## src/rtl/mem_port_if.sv

```systemverilog
// Request/response bundle between the CPU load/store/fetch logic and the
// memory port controller.
interface mem_port_if #(
   parameter int ADDR_W = 9,
   parameter int DATA_W = 16,
   parameter int LEN_W  = 3
);
   logic              req_valid;
   logic              req_ready;
   logic              req_we;
   logic [ADDR_W-1:0] req_addr;
   logic [DATA_W-1:0] req_wdata;
   logic [LEN_W-1:0]  req_len;
   logic              rsp_valid;
   logic [DATA_W-1:0] rsp_data;
   logic              rsp_last;
   logic              wr_done;

   modport master (
      output req_valid, req_we, req_addr, req_wdata, req_len,
      input  req_ready, rsp_valid, rsp_data, rsp_last, wr_done
   );

   modport slave (
      input  req_valid, req_we, req_addr, req_wdata, req_len,
      output req_ready, rsp_valid, rsp_data, rsp_last, wr_done
   );
endinterface

```

## src/rtl/mem_port_ctrl.sv

```systemverilog
// Initiator for the 512 x 16 single-port data memory: single-beat writes and
// 1..8-beat incrementing read bursts returned as a response stream.
//
// state | meaning
// IDLE  | ready for a request, mem pins hold last values
// WRITE | mem_we asserted for one cycle, wr_done pulses
// READ  | one address issued per cycle, burst counter counts down to 0
// DRAIN | waiting for the two-cycle read pipeline to empty
module mem_port_ctrl #(
   parameter int ADDR_W = 9,
   parameter int DATA_W = 16,
   parameter int LEN_W  = 3
) (
   input  logic              clk,
   input  logic              rst,
   mem_port_if.slave         bus,
   output logic              mem_we,
   output logic [ADDR_W-1:0] mem_address,
   output logic [DATA_W-1:0] mem_data_in,
   input  logic [DATA_W-1:0] mem_data_out
);

   typedef enum logic [1:0] {IDLE, WRITE, READ, DRAIN} state_t;

   state_t            state, next_state;
   logic              accept;
   logic [LEN_W-1:0]  cnt;
   logic              req_ready_q;
   logic              wr_done_q;
   logic              d_v, d_last;
   logic              rsp_valid_q, rsp_last_q;
   logic [DATA_W-1:0] rsp_data_q;

   assign bus.req_ready = req_ready_q;
   assign bus.wr_done   = wr_done_q;
   assign bus.rsp_valid = rsp_valid_q;
   assign bus.rsp_last  = rsp_last_q;
   assign bus.rsp_data  = rsp_data_q;

   always_comb begin
      next_state = state;
      accept     = 1'b0;
      case (state)
         IDLE: begin
            if (bus.req_valid) begin
               accept     = 1'b1;
               next_state = bus.req_we ? WRITE : READ;
            end
         end
         WRITE:   next_state = IDLE;
         READ:    if (cnt == '0) next_state = DRAIN;
         DRAIN:   if (rsp_last_q) next_state = IDLE;
         default: next_state = IDLE;
      endcase
   end

   always_ff @(posedge clk) begin
      if (rst) begin
         state       <= IDLE;
         cnt         <= '0;
         req_ready_q <= 1'b1;
         wr_done_q   <= 1'b0;
         mem_we      <= 1'b0;
         mem_address <= '0;
         mem_data_in <= '0;
         d_v         <= 1'b0;
         d_last      <= 1'b0;
         rsp_valid_q <= 1'b0;
         rsp_last_q  <= 1'b0;
         rsp_data_q  <= '0;
      end else begin
         state       <= next_state;
         req_ready_q <= (next_state == IDLE);
         mem_we      <= (next_state == WRITE);
         wr_done_q   <= (next_state == WRITE);

         if (accept) begin
            mem_address <= bus.req_addr;
            cnt         <= bus.req_we ? '0 : bus.req_len;
            if (bus.req_we) mem_data_in <= bus.req_wdata;
         end else if (state == READ && cnt != '0) begin
            mem_address <= mem_address + 1'b1;
            cnt         <= cnt - 1'b1;
         end

         // address issued in cycle k -> data_out at k+1 -> response at k+2
         d_v         <= (state == READ);
         d_last      <= (state == READ) && (cnt == '0);
         rsp_valid_q <= d_v;
         rsp_last_q  <= d_last;
         if (d_v) rsp_data_q <= mem_data_out;
      end
   end

endmodule

```

## src/flat_wrapper.sv

```systemverilog
// flat-port wrapper written by rule: the top's interface ports become plain ports
module mem_port_ctrl_flat 
#(
   parameter int ADDR_W = 9,
   parameter int DATA_W = 16,
   parameter int LEN_W  = 3
)
  (clk, rst, mem_we, mem_address, mem_data_in, mem_data_out, bus_req_valid, bus_req_we, bus_req_addr, bus_req_wdata, bus_req_len, bus_req_ready, bus_rsp_valid, bus_rsp_data, bus_rsp_last, bus_wr_done);
  mem_port_if #(.ADDR_W(ADDR_W), .DATA_W(DATA_W), .LEN_W(LEN_W)) bus_i ();
  input  logic clk;
  input  logic rst;
  output logic mem_we;
  output logic [ADDR_W-1:0] mem_address;
  output logic [DATA_W-1:0] mem_data_in;
  input  logic [DATA_W-1:0] mem_data_out;
  input wire logic [$bits(bus_i.req_valid)-1:0] bus_req_valid;
  input wire logic [$bits(bus_i.req_we)-1:0] bus_req_we;
  input wire logic [$bits(bus_i.req_addr)-1:0] bus_req_addr;
  input wire logic [$bits(bus_i.req_wdata)-1:0] bus_req_wdata;
  input wire logic [$bits(bus_i.req_len)-1:0] bus_req_len;
  output wire logic [$bits(bus_i.req_ready)-1:0] bus_req_ready;
  output wire logic [$bits(bus_i.rsp_valid)-1:0] bus_rsp_valid;
  output wire logic [$bits(bus_i.rsp_data)-1:0] bus_rsp_data;
  output wire logic [$bits(bus_i.rsp_last)-1:0] bus_rsp_last;
  output wire logic [$bits(bus_i.wr_done)-1:0] bus_wr_done;
  assign bus_i.req_valid = bus_req_valid;
  assign bus_i.req_we = bus_req_we;
  assign bus_i.req_addr = bus_req_addr;
  assign bus_i.req_wdata = bus_req_wdata;
  assign bus_i.req_len = bus_req_len;
  assign bus_req_ready = bus_i.req_ready;
  assign bus_rsp_valid = bus_i.rsp_valid;
  assign bus_rsp_data = bus_i.rsp_data;
  assign bus_rsp_last = bus_i.rsp_last;
  assign bus_wr_done = bus_i.wr_done;
  mem_port_ctrl #(.ADDR_W(ADDR_W), .DATA_W(DATA_W), .LEN_W(LEN_W)) u_core (.clk(clk), .rst(rst), .bus(bus_i), .mem_we(mem_we), .mem_address(mem_address), .mem_data_in(mem_data_in), .mem_data_out(mem_data_out));
endmodule
```

## config.mk

```make
export PLATFORM = sky130hd
export DESIGN_NAME = mem_port_ctrl_flat
export DESIGN_NICKNAME = d
export VERILOG_FILES = /design/src/rtl/mem_port_if.sv /design/src/rtl/mem_port_ctrl.sv /design/src/flat_wrapper.sv
export SDC_FILE = /design/constraint.sdc
export NUM_CORES = 1
export LEC_CHECK = 0
export ABC_AREA = 0
export CORE_MARGIN = 4
export CORE_UTILIZATION = 41
export CTS_CLUSTER_DIAMETER = 200
export DETAILED_ROUTE_END_ITERATION = 8
export PLACE_DENSITY = 0.9
export SYNTH_ARGS = -nofsm -noshare
export SYNTH_HDL_FRONTEND = slang
export SYNTH_SLANG_ARGS = --single-unit
```

## constraint.sdc

```tcl
create_clock -name clk -period 2.2 [get_ports clk]
set_input_delay 0.22 -clock clk [delete_from_list [all_inputs] [get_ports clk]]
set_output_delay 0.22 -clock clk [all_outputs]
set_load 0.02 [all_outputs]
```

==> load_flow_metrics.sql <==
INSERT INTO impl_metrics (metric_group, metric, value, unit) VALUES
('critical_path', 'timing.critical_path.max_delay_family', 'simple AND/OR/NAND/NOR gates', ''),
('critical_path', 'path_buf_inv', '1', ''),
('hold_path', 'timing.hold.worst.class', 'input port to register', ''),
('synth', 'synth_ff_type', 'sky130_fd_sc_hd__dfxtp_1', ''),
('timing', 'setup_viol', '0', ''),
('cts', 'cts-buffers-inserted', '5', ''),
('job', 'cap_violations', '0', ''),
('synth', 'ys_top_cells_by_area', 'sky130_fd_sc_hd__dfxtp_1, sky130_fd_sc_hd__mux2i_1, sky130_fd_sc_hd__nand2_1', ''),
('global_routing', 'first_global_vias', '1885', ''),
('timing', 'totalNegativeSetupSlack', '0', 'ns'),
('final_layout', 'layout_cell_share_with_drive_strength_beyond_1', '0.05901', ''),
('floorplan', 'rows', '25', ''),
('final_layout', 'final_common_cell', 'sky130_fd_sc_hd__clkdlybuf4s50_1', ''),
('critical_path', 'timing_worst_setup_path_type', 'register to register', ''),
('cts', 'clock_insertion_delay_worst_skew', '0.29', 'ns'),
('cts', 'cts-htree-levels', '2', ''),
('synth', 'postSynth.asyncResetShare', '0', ''),
('synth', 'synth-warning-count', '0', ''),
('cts', 'hold_buffers', '0', ''),
('critical_path', 'timing.critical_path.required', '2.42', 'ns'),
('final_layout', 'final_design_area_no_fill', '0.003179', 'sq mm'),
('cts', 'cts_post_setup_buffers_inserted', '0', ''),
('synth', 'yosysUniqueCellTypes', '36', ''),
('cts', 'cts-root-to-sink-buffers', '2', ''),
('cts', 'clock-root-buffer', 'sky130_fd_sc_hd__clkbuf_8', ''),
('timing', 'timing.final.max_slew_violations', '0', ''),
('synth', 'ys_seq_elements', '52', ''),
('critical_path', 'reg2reg_depth', '6', ''),
('route', 'first_pass_iters', '4', ''),
('timing', 'slew_at_the_pin_closest_to_its_max_slew_limit', '0.5361', 'ns'),
('global_routing', 'grt_start_max_net_pins', '31', ''),
('route', 'ant_nets', '0', ''),
('place', 'dp.cells', '381', ''),
('power_and_ir_drop', 'pwr_cell_area', '644.7', 'mW/mm^2'),
('floorplan', 'die_h', '79.80', 'um'),
('route', 'vias_per_cell', '4.918', ''),
('run_status', 'status', 'completed', ''),
('route', 'routed_wirelength', '5.289', 'mm'),
('final_layout', 'antennaDiodeCount', '0', ''),
('timing', 'final.hold.worst_slack', '0.3910', 'ns'),
('power_and_ir_drop', 'p_leak', '1.121', 'nW'),
('cts', 'clock-sinks', '52', ''),
('cts', 'clk_pin_slew', '0.09', 'ns'),
('floorplan', 'dieArea', '0.006367', 'sq mm'),
('route', 'drt_drc_violations_left', '0', ''),
('floorplan', 'floorplan.io_pins', '94', ''),
('place', 'port-buffer-count', '93', ''),
('final_layout', 'finalNonFillerCells', '389', ''),
('critical_path', 'max_stage_delay', '0.54', 'ns'),
('synth', 'syn_nets', '282', ''),
('synth', 'synth.cell_area', '0.002113', 'sq mm'),
('global_routing', 'grt_antenna_before_repair', '0', ''),
('critical_path', 'data_arrival_at_the_endpoint_of_the_critical_path', '2.05', 'ns'),
('route', 'dr.first_iter.drc_count', '92', ''),
('timing', 'max_freq', '0.5462', 'GHz'),
('route', 'drt_wl_cell', '13.60', 'um'),
('synth', 'avgSynthCellArea', '9.148', 'sq um'),
('timing', 'maxSlewHeadroom', '0.6426', ''),
('global_routing', 'overflow', '0', ''),
('timing', 'final.setup_skew', '0.006230', 'ns'),
('final_layout', 'finish.net_count', '372', ''),
('timing', 'finalCriticalPeriod', '1.831', 'ns'),
('critical_path', 'crit_path_cell_trace', 'inv_1 > ha_1 > nor2b_1 > or4b_4 > xor2_1 > a211oi_2', ''),
('global_routing', 'combined_global_route_utilization_of_all_metal_layers', '0.1653', ''),
('place', 'placed_area', '0.003085', 'sq mm'),
('final_layout', 'most_frequent_cells_in_the_layout', 'sky130_fd_sc_hd__clkdlybuf4s50_1, sky130_fd_sc_hd__dfxtp_1, sky130_fd_sc_hd__nand2_1', ''),
('timing', 'timing.final.crit_share', '0.8322', ''),
('floorplan', 'core_region', '0.004848', 'sq mm'),
('timing', 'final_hold_viol_count', '0', ''),
('synth', 'synth_top_area_frac', '0.4926', ''),
('cts', 'tritoncts', 'done', '');
-- flip-flops by register name (all words and copies together) (netlist names) --
register,count
u_core.state,2
u_core.mem_data_in,16
u_core.bus.rsp_data,16
u_core.mem_address,9
u_core.d_last,1
u_core.d_v,1
u_core.bus.req_ready,1
u_core.bus.rsp_last,1
u_core.bus.rsp_valid,1
u_core.cnt,3
u_core.mem_we,1
-- per-stage QoR --
step / utilization / setup slack [ns] / total power [mW]
global placement: 0.6364 / 0.3480 / 1.508
finish: 0.6557 / 0.3692 / 2.050
detailed placement: 0.6364 / 0.2448 / 1.520
floorplan: - / 0.4976 / 1.301
CTS: 0.6557 / 0.3556 / 2.075
global route: 0.6557 / 0.2789 / 2.156
-- cell families (layout without fill, tap and decap cells) --
kind of cell             count (synthesis)  after routing  synth area share
XOR/XNOR                                 8              8           0.03315
flip-flops                              52             52            0.4926
buffers and inverters                   17            108           0.03730
AO/OA/AOI/OAI                           39             39            0.1155
multiplexers                            17             17           0.08052
AND/OR/NAND/NOR                         95             95            0.2232
adder cells (fa/ha/maj)                  3              3           0.01776
-- power by group --
group | internal [mW] | total (mW) | switching (mW) | leakage (nW)
Sequential | 0.998 | 1.05 | 0.0473 | 0.425
Combinational | 0.236 | 0.453 | 0.216 | 0.652
Clock | 0.256 | 0.552 | 0.295 | 0.0445
-- layout make-up --
class                           count  area, sq um
Clock buffer                        7        86.33
Inverter                            3        11.26
Fill cell                         410         1669
Multi-Input combinational cell    162        993.5
Tap cell                           67        83.83
Timing Repair Buffer               97        955.9
Sequential cell                    52         1041
Clock inverter                      1        7.507
-- Yosys cell counts, types with 2 or more instances --
library cell and count:
sky130_fd_sc_hd__xor2_1 4, sky130_fd_sc_hd__a211oi_1 9, sky130_fd_sc_hd__o32ai_1 2, sky130_fd_sc_hd__nand2_1 33
sky130_fd_sc_hd__clkbuf_1 8, sky130_fd_sc_hd__nor2b_1 7, sky130_fd_sc_hd__nor4_1 3, sky130_fd_sc_hd__nand3_1 5
sky130_fd_sc_hd__o21ai_0 3, sky130_fd_sc_hd__and2_1 2, sky130_fd_sc_hd__nand2b_1 4, sky130_fd_sc_hd__buf_4 3
sky130_fd_sc_hd__ha_1 3, sky130_fd_sc_hd__mux2i_1 17, sky130_fd_sc_hd__a21oi_1 21, sky130_fd_sc_hd__dfxtp_1 52
sky130_fd_sc_hd__nor2_1 29, sky130_fd_sc_hd__inv_1 3, sky130_fd_sc_hd__xnor2_1 4, sky130_fd_sc_hd__buf_2 3
-- layer usage --
metal,track usage,share of wire,up-vias
li1,-,-,963
met1,0.2079,0.42,885
met2,0.2821,0.50,63
met3,0.04740,0.079,2
met4,0.03378,0.0034,0
met5,0,0,-
-- worst paths after layout --
check,slack (ns),startpoint,endpoint
min,0.39,rst,u_core.bus.rsp_data[0]
min reg2reg,0.45,u_core.d_last,u_core.bus.rsp_last
max,0.37,u_core.cnt[0],u_core.mem_address[6]
max reg2reg,0.37,u_core.cnt[0],u_core.mem_address[6]
Note: power is estimated with default switching activity, not from simulation.
